<file path="config.mk">
export PLATFORM = sky130hd
export DESIGN_NAME = rr_mux_arbiter_flat
export DESIGN_NICKNAME = d
export VERILOG_FILES = /design/src/rtl/rr_mux_arbiter_if.sv /design/src/rtl/rr_mux_arbiter.sv /design/src/flat_wrapper.sv
export SDC_FILE = /design/constraint.sdc
export NUM_CORES = 1
export LEC_CHECK = 0
export BUFFER_PORTS_ARGS = -buffer_cell sky130_fd_sc_hd__buf_4
export CAP_MARGIN = 40
export CORE_ASPECT_RATIO = 0.75
export CORE_UTILIZATION = 34
export DETAILED_ROUTE_END_ITERATION = 8
export GPL_TIMING_DRIVEN = 0
export HOLD_SLACK_MARGIN = 0.02
export PLACE_DENSITY_LB_ADDON = 0.2
export SYNTH_ARGS = -nofsm -noshare
export SYNTH_HDL_FRONTEND = slang
export SYNTH_SLANG_ARGS = --single-unit
</file>
<file path="constraint.sdc">
create_clock -name clk -period 1.3 [get_ports clk]
set_input_delay 0.26 -clock clk [delete_from_list [all_inputs] [get_ports clk]]
set_output_delay 0.26 -clock clk [all_outputs]
set_load 0.02 [all_outputs]
</file>
<file path="src/rtl/rr_mux_arbiter_if.sv">
// Handshake bundle between NUM_REQ producers and the round-robin arbiter.
// Latency: none, wires only.
// Backpressure: out_ready_i flows from the consumer back into the arbiter.
// Ports: req_i/data_i/last_i are the per-lane request side, packed lane-major.
//        gnt_o is the one-hot grant, out_* is the merged channel, busy_o shows an open burst.
interface rr_mux_arbiter_if #(
  parameter int NUM_REQ = 4,
  parameter int DATA_W  = 8
);
  logic [NUM_REQ-1:0]        req_i;
  logic [NUM_REQ*DATA_W-1:0] data_i;
  logic [NUM_REQ-1:0]        last_i;
  logic                      out_ready_i;
  logic [NUM_REQ-1:0]        gnt_o;
  logic                      out_valid_o;
  logic [DATA_W-1:0]         out_data_o;
  logic                      out_last_o;
  logic                      busy_o;

  // Arbiter side.
  modport slave (
    input  req_i, data_i, last_i, out_ready_i,
    output gnt_o, out_valid_o, out_data_o, out_last_o, busy_o
  );

  // Producer/consumer side.
  modport master (
    output req_i, data_i, last_i, out_ready_i,
    input  gnt_o, out_valid_o, out_data_o, out_last_o, busy_o
  );
endinterface

</file>
<file path="src/rtl/rr_mux_arbiter.sv">
// Round-robin burst arbiter driving a one-hot and-or mux onto one shared output channel.
// Latency: 1 cycle from request to grant, then data/last pass through combinationally; 1 idle cycle between bursts.
// Backpressure: out_ready_i=0 freezes grant, pointer and state; the held lane simply waits.
// Ports: clk, reset (sync, active-high), bus (slave modport of rr_mux_arbiter_if).
module rr_mux_arbiter #(
  parameter int NUM_REQ = 4,
  parameter int DATA_W  = 8
) (
  input  logic               clk,
  input  logic               reset,
  rr_mux_arbiter_if.slave    bus
);

  localparam int PTR_W = $clog2(NUM_REQ);

  typedef enum logic {
    IDLE  = 1'b0,
    GRANT = 1'b1
  } state_t;

  state_t             state_q, state_d;
  logic [NUM_REQ-1:0] gnt_q, gnt_d;
  logic [PTR_W-1:0]   ptr_q, ptr_d;
  logic [PTR_W-1:0]   gidx_q, gidx_d;   // index of the granted lane, avoids re-encoding gnt_q
  logic [PTR_W-1:0]   pick_idx;
  logic               pick_found;
  logic [DATA_W-1:0]  mux_data;
  logic               mux_last;
  logic               out_valid;
  logic               xfer_last;

  // (base + off) mod NUM_REQ; both operands are below NUM_REQ so one subtract suffices.
  function automatic logic [PTR_W-1:0] wrap_add(input logic [PTR_W-1:0] base, input int off);
    int s;
    s = int'(base) + off;
    if (s >= NUM_REQ) s = s - NUM_REQ;
    return s[PTR_W-1:0];
  endfunction

  // First requesting lane at or after the rotating pointer.
  always_comb begin
    pick_found = 1'b0;
    pick_idx   = '0;
    for (int k = 0; k < NUM_REQ; k++) begin
      if (!pick_found && bus.req_i[wrap_add(ptr_q, k)]) begin
        pick_found = 1'b1;
        pick_idx   = wrap_add(ptr_q, k);
      end
    end
  end

  // And-or mux: an all-zero grant yields zero data and last.
  always_comb begin
    mux_data = '0;
    mux_last = 1'b0;
    for (int i = 0; i < NUM_REQ; i++) begin
      mux_data = mux_data | (bus.data_i[i*DATA_W +: DATA_W] & {DATA_W{gnt_q[i]}});
      mux_last = mux_last | (bus.last_i[i] & gnt_q[i]);
    end
  end

  assign out_valid = (state_q == GRANT) & bus.req_i[gidx_q];
  assign xfer_last = out_valid & bus.out_ready_i & mux_last;

  always_comb begin
    state_d = state_q;
    gnt_d   = gnt_q;
    ptr_d   = ptr_q;
    gidx_d  = gidx_q;
    case (state_q)
      IDLE: begin
        if (pick_found) begin
          state_d         = GRANT;
          gnt_d           = '0;
          gnt_d[pick_idx] = 1'b1;
          gidx_d          = pick_idx;
        end
      end
      GRANT: begin
        // Releasing lane drops to lowest priority for the next round.
        if (xfer_last) begin
          state_d = IDLE;
          gnt_d   = '0;
          ptr_d   = wrap_add(gidx_q, 1);
        end
      end
      default: begin
        state_d = IDLE;
        gnt_d   = '0;
      end
    endcase
  end

  always_ff @(posedge clk) begin
    if (reset) begin
      state_q <= IDLE;
      gnt_q   <= '0;
      ptr_q   <= '0;
      gidx_q  <= '0;
    end else begin
      state_q <= state_d;
      gnt_q   <= gnt_d;
      ptr_q   <= ptr_d;
      gidx_q  <= gidx_d;
    end
  end

  assign bus.gnt_o       = gnt_q;
  assign bus.out_valid_o = out_valid;
  assign bus.out_data_o  = mux_data;
  assign bus.out_last_o  = mux_last;
  assign bus.busy_o      = (state_q == GRANT);

  gnt_onehot: assert property (@(posedge clk) disable iff (reset) $onehot0(gnt_q));
  busy_match: assert property (@(posedge clk) disable iff (reset) (state_q == GRANT) == (|gnt_q));
  gnt_hold:   assert property (@(posedge clk) disable iff (reset)
                               (state_q == GRANT && !xfer_last) |=> $stable(gnt_q));

endmodule

</file>
<file path="src/flat_wrapper.sv">
// flat-port wrapper written by rule: the top's interface ports become plain ports
module rr_mux_arbiter_flat 
#(
  parameter int NUM_REQ = 4,
  parameter int DATA_W  = 8
)
  (clk, reset, bus_req_i, bus_data_i, bus_last_i, bus_out_ready_i, bus_gnt_o, bus_out_valid_o, bus_out_data_o, bus_out_last_o, bus_busy_o);
  rr_mux_arbiter_if #(.NUM_REQ(NUM_REQ), .DATA_W(DATA_W)) bus_i ();
  input  logic clk;
  input  logic reset;
  input wire logic [$bits(bus_i.req_i)-1:0] bus_req_i;
  input wire logic [$bits(bus_i.data_i)-1:0] bus_data_i;
  input wire logic [$bits(bus_i.last_i)-1:0] bus_last_i;
  input wire logic [$bits(bus_i.out_ready_i)-1:0] bus_out_ready_i;
  output wire logic [$bits(bus_i.gnt_o)-1:0] bus_gnt_o;
  output wire logic [$bits(bus_i.out_valid_o)-1:0] bus_out_valid_o;
  output wire logic [$bits(bus_i.out_data_o)-1:0] bus_out_data_o;
  output wire logic [$bits(bus_i.out_last_o)-1:0] bus_out_last_o;
  output wire logic [$bits(bus_i.busy_o)-1:0] bus_busy_o;
  assign bus_i.req_i = bus_req_i;
  assign bus_i.data_i = bus_data_i;
  assign bus_i.last_i = bus_last_i;
  assign bus_i.out_ready_i = bus_out_ready_i;
  assign bus_gnt_o = bus_i.gnt_o;
  assign bus_out_valid_o = bus_i.out_valid_o;
  assign bus_out_data_o = bus_i.out_data_o;
  assign bus_out_last_o = bus_i.out_last_o;
  assign bus_busy_o = bus_i.busy_o;
  rr_mux_arbiter #(.NUM_REQ(NUM_REQ), .DATA_W(DATA_W)) u_core (.clk(clk), .reset(reset), .bus(bus_i));
endmodule
</file>
==> results.cfg <==
[critical_path]
r2r_slack_ps = -150
reg2reg_depth = 5
slowest_delay_ps = 370
path_max_fanout = 4
crit_family = compound AO/OA/AOI/OAI gates
regToRegStartpoint = u_core.gidx_q[1]
cp.required_ps = 1460
arrival_ps = 1600
r2r_end = u_core.bus.gnt_o[1]
crit_chain = mux2i_4 > o22ai_4 > buf_4 > nand3_2 > a32o_2
slowest_stage = dfxtp_4
start_kind = flip-flop
path_buf_inv = 1
end_kind = flip-flop
setup.worst_path.class = flip-flop to flip-flop

[final_layout]
fin_cells = 164
area_growth_pct = 92.0
drive_above_1_share_pct = 69.0
final_common_cell = buf_4
design_area_um2 = 1320
antenna_cells = 0
layout.nets = 186
final_cell_mix = 55 x buf_4, 12 x a22oi_2, 10 x nand2_1

[synthesis]
yosysWarnings = 0
ys_ff_latch = 9
yosysUniqueCellTypes = 32
yosysSeqAreaShare_pct = 26.3
yosysTopAreaCell = dfxtp_1
synthesis.area_um2 = 686
netlist_instances = 82
syn_nets = 125
synth_top_cell_area_share_pct = 26.3
syn_area_per_cell_um2 = 8.36
synthTopCellsByArea = dfxtp_1 26%, a22oi_1 20%, nand2_1 6.0%

[sta]
hold_slack_ps = 190
fin_skew_ps = 9.68
hold_violations = 0
tightest_slew_ps = 358
tns_ps = -1140
fmax_mhz = 691
fin_crit_ps = 1450
finalSetupViolCount = 16
worst_slack_ps = -146
slew_headroom_pct = 76.0
rsz0062_at_grt = true
slew_viol_final = 0
fin_crit_sh_pct = 111

[clock_tree]
cts_tree = yes
holdBufCountCts = 0
cts_sinks = 9
cts_buffer_depth = 2
clock-root-buffer = clkbuf_4
numCtsBuffers = 3
clock_latency_ps = 270
h-tree-depth = 1
path_clk_slew_ps = 70

[routing]
wl_met1_um = 972
wirelength_mm = 2.38
wl_met2_mm = 1.24
vias = 927
wl_per_cell_um = 14.5
drc = 0
top_layer = met4
final_antenna_net_count = 0
routed_via_density = 5.65
met3_length_um = 154
dr.pass1.iters = 4
drt_first_iter_violations = 29

[worst_hold_path]
hold_path_end = u_core.gidx_q[1]
hp-start = reset
min_path_type = input port to flip-flop
holdPathStages = 2

[floorplan]
die_area_um2 = 2200
coreArea_um2 = 1810
die_h_um = 40.9
io_pins = 58
start_util_pct = 38.0
rows = 13
die_x_um = 53.9

[power]
power.density_nw_per_um2 = 840
ir_drop_uv = 756
p_leak_nw = 0.599
p_total_mw = 1.11

[grt]
globalRouteOverflowTotal = 0
grt_pass1_wl_mm = 3.23
grt_usage_pct = 21.3
grt_max_degree = 12
antenna_found_initial = 0
grt_pass1_vias = 744

[place]
placed_area_um2 = 1180
place.gp.congestion = 0.842
io_buffers = 57
placed_cells = 161
dp_hpwl_mm = 1.78

[status]
status = complete, but fails checks
violations = setup timing

[job]
maxCapViolations = 0
==> logic make-up (layout without fill, tap and decap cells) <==
logic type             after synthesis  in the layout  synth area share, %
AO/OA/AOI/OAI                       37             37                 41.4
XOR/XNOR                             1              1                 1.28
buffers and inverters                5             65                 4.74
flip-flops                           9              9                 26.3
multiplexers                         3              3                 4.56
AND/OR/NAND/NOR                     27             27                 21.7
==> registers in the layout (all words and copies together) (netlist names) <==
name	cells
u_core.bus.busy_o	1
u_core.bus.gnt_o	4
u_core.ptr_q	2
u_core.gidx_q	2
==> metal layers <==
| layer | vias up | global-route usage, % |
|---|---|---|
| met1 | 441 | 26.1 |
| met5 | - | 0 |
| met3 | 4 | 8.52 |
| li1 | 447 | - |
| met4 | 0 | 5.26 |
| met2 | 35 | 35.2 |
==> where the power goes <==
part           switching [mW]  internal, mW  total (mW)
Combinational           0.236         0.288       0.525
Sequential             0.0603         0.301       0.361
Clock                   0.101         0.118       0.219
==> repair_timing <==
item                       CTS  global route
resized for setup           17            13
setup endpoints to repair   16            17
pin swaps                    5             1
setup buffers                3             0
==> synthesized netlist by cell type <==
| master | count |
|---|---|
| a21o_2 | 1 |
| a21oi_1 | 2 |
| buf_6 | 1 |
| nand2b_1 | 4 |
| a211oi_1 | 1 |
| xnor2_1 | 1 |
| nor4_2 | 1 |
| o311ai_0 | 1 |
| nor2_1 | 4 |
| o31a_1 | 1 |
| and4b_1 | 1 |
| buf_4 | 1 |
| and3_4 | 1 |
| mux2_1 | 1 |
| and2b_2 | 1 |
| or3_1 | 1 |
| and2b_1 | 1 |
| nand2_1 | 11 |
| buf_2 | 2 |
| a32o_1 | 2 |
| inv_1 | 1 |
| a32o_2 | 2 |
| dfxtp_1 | 9 |
| nand3_1 | 1 |
| a22oi_1 | 18 |
| o22ai_2 | 1 |
| nor2b_1 | 1 |
| o21ai_0 | 3 |
| a21o_1 | 2 |
| a31oi_1 | 2 |
| mux2i_1 | 2 |
| o31ai_1 | 1 |
==> metrics by stage <==
step	util [%]	setup WS, ps
after global placement	65.6	-202
final	72.9	-146
after CTS	70.4	-125
after detailed placement	65.6	-217
after global routing	72.9	-177
after floorplan	-	-109
==> final cells by class <==
cell class                 instances  area (um2)
multi-input combinational         68         584
fill                             120         489
timing repair buffer              60         469
sequential                         9         205
tap                               22        27.5
clock buffer                       4        26.3
inverter                           1        3.75
==> how the worst max path moves through the flow <==
| stage | startpoint | endpoint | slack (ps) | cells past startpoint |
|---|---|---|---|---|
| floorplan | u_core.gidx_q[1] | u_core.ptr_q[0] | -110 | 4 |
| global placement | bus_req_i[0] | u_core.bus.gnt_o[1] | -200 | 5 |
| detailed placement | bus_req_i[0] | u_core.bus.gnt_o[1] | -220 | 5 |
| CTS | u_core.gidx_q[1] | bus_out_valid_o | -130 | 3 |
| global route | u_core.gidx_q[1] | bus_out_valid_o | -180 | 3 |
| finish | u_core.gidx_q[1] | u_core.bus.gnt_o[1] | -150 | 5 |
==> worst reg2reg max path, delay by kind of cell (launching register included) <==
family          cells  cell delay (ps)
flops               1              370
buf+inv             1              160
mux                 1              190
simple gates        1              110
compound gates      2              500
No activity file was read; power rests on OpenSTA's default activity.
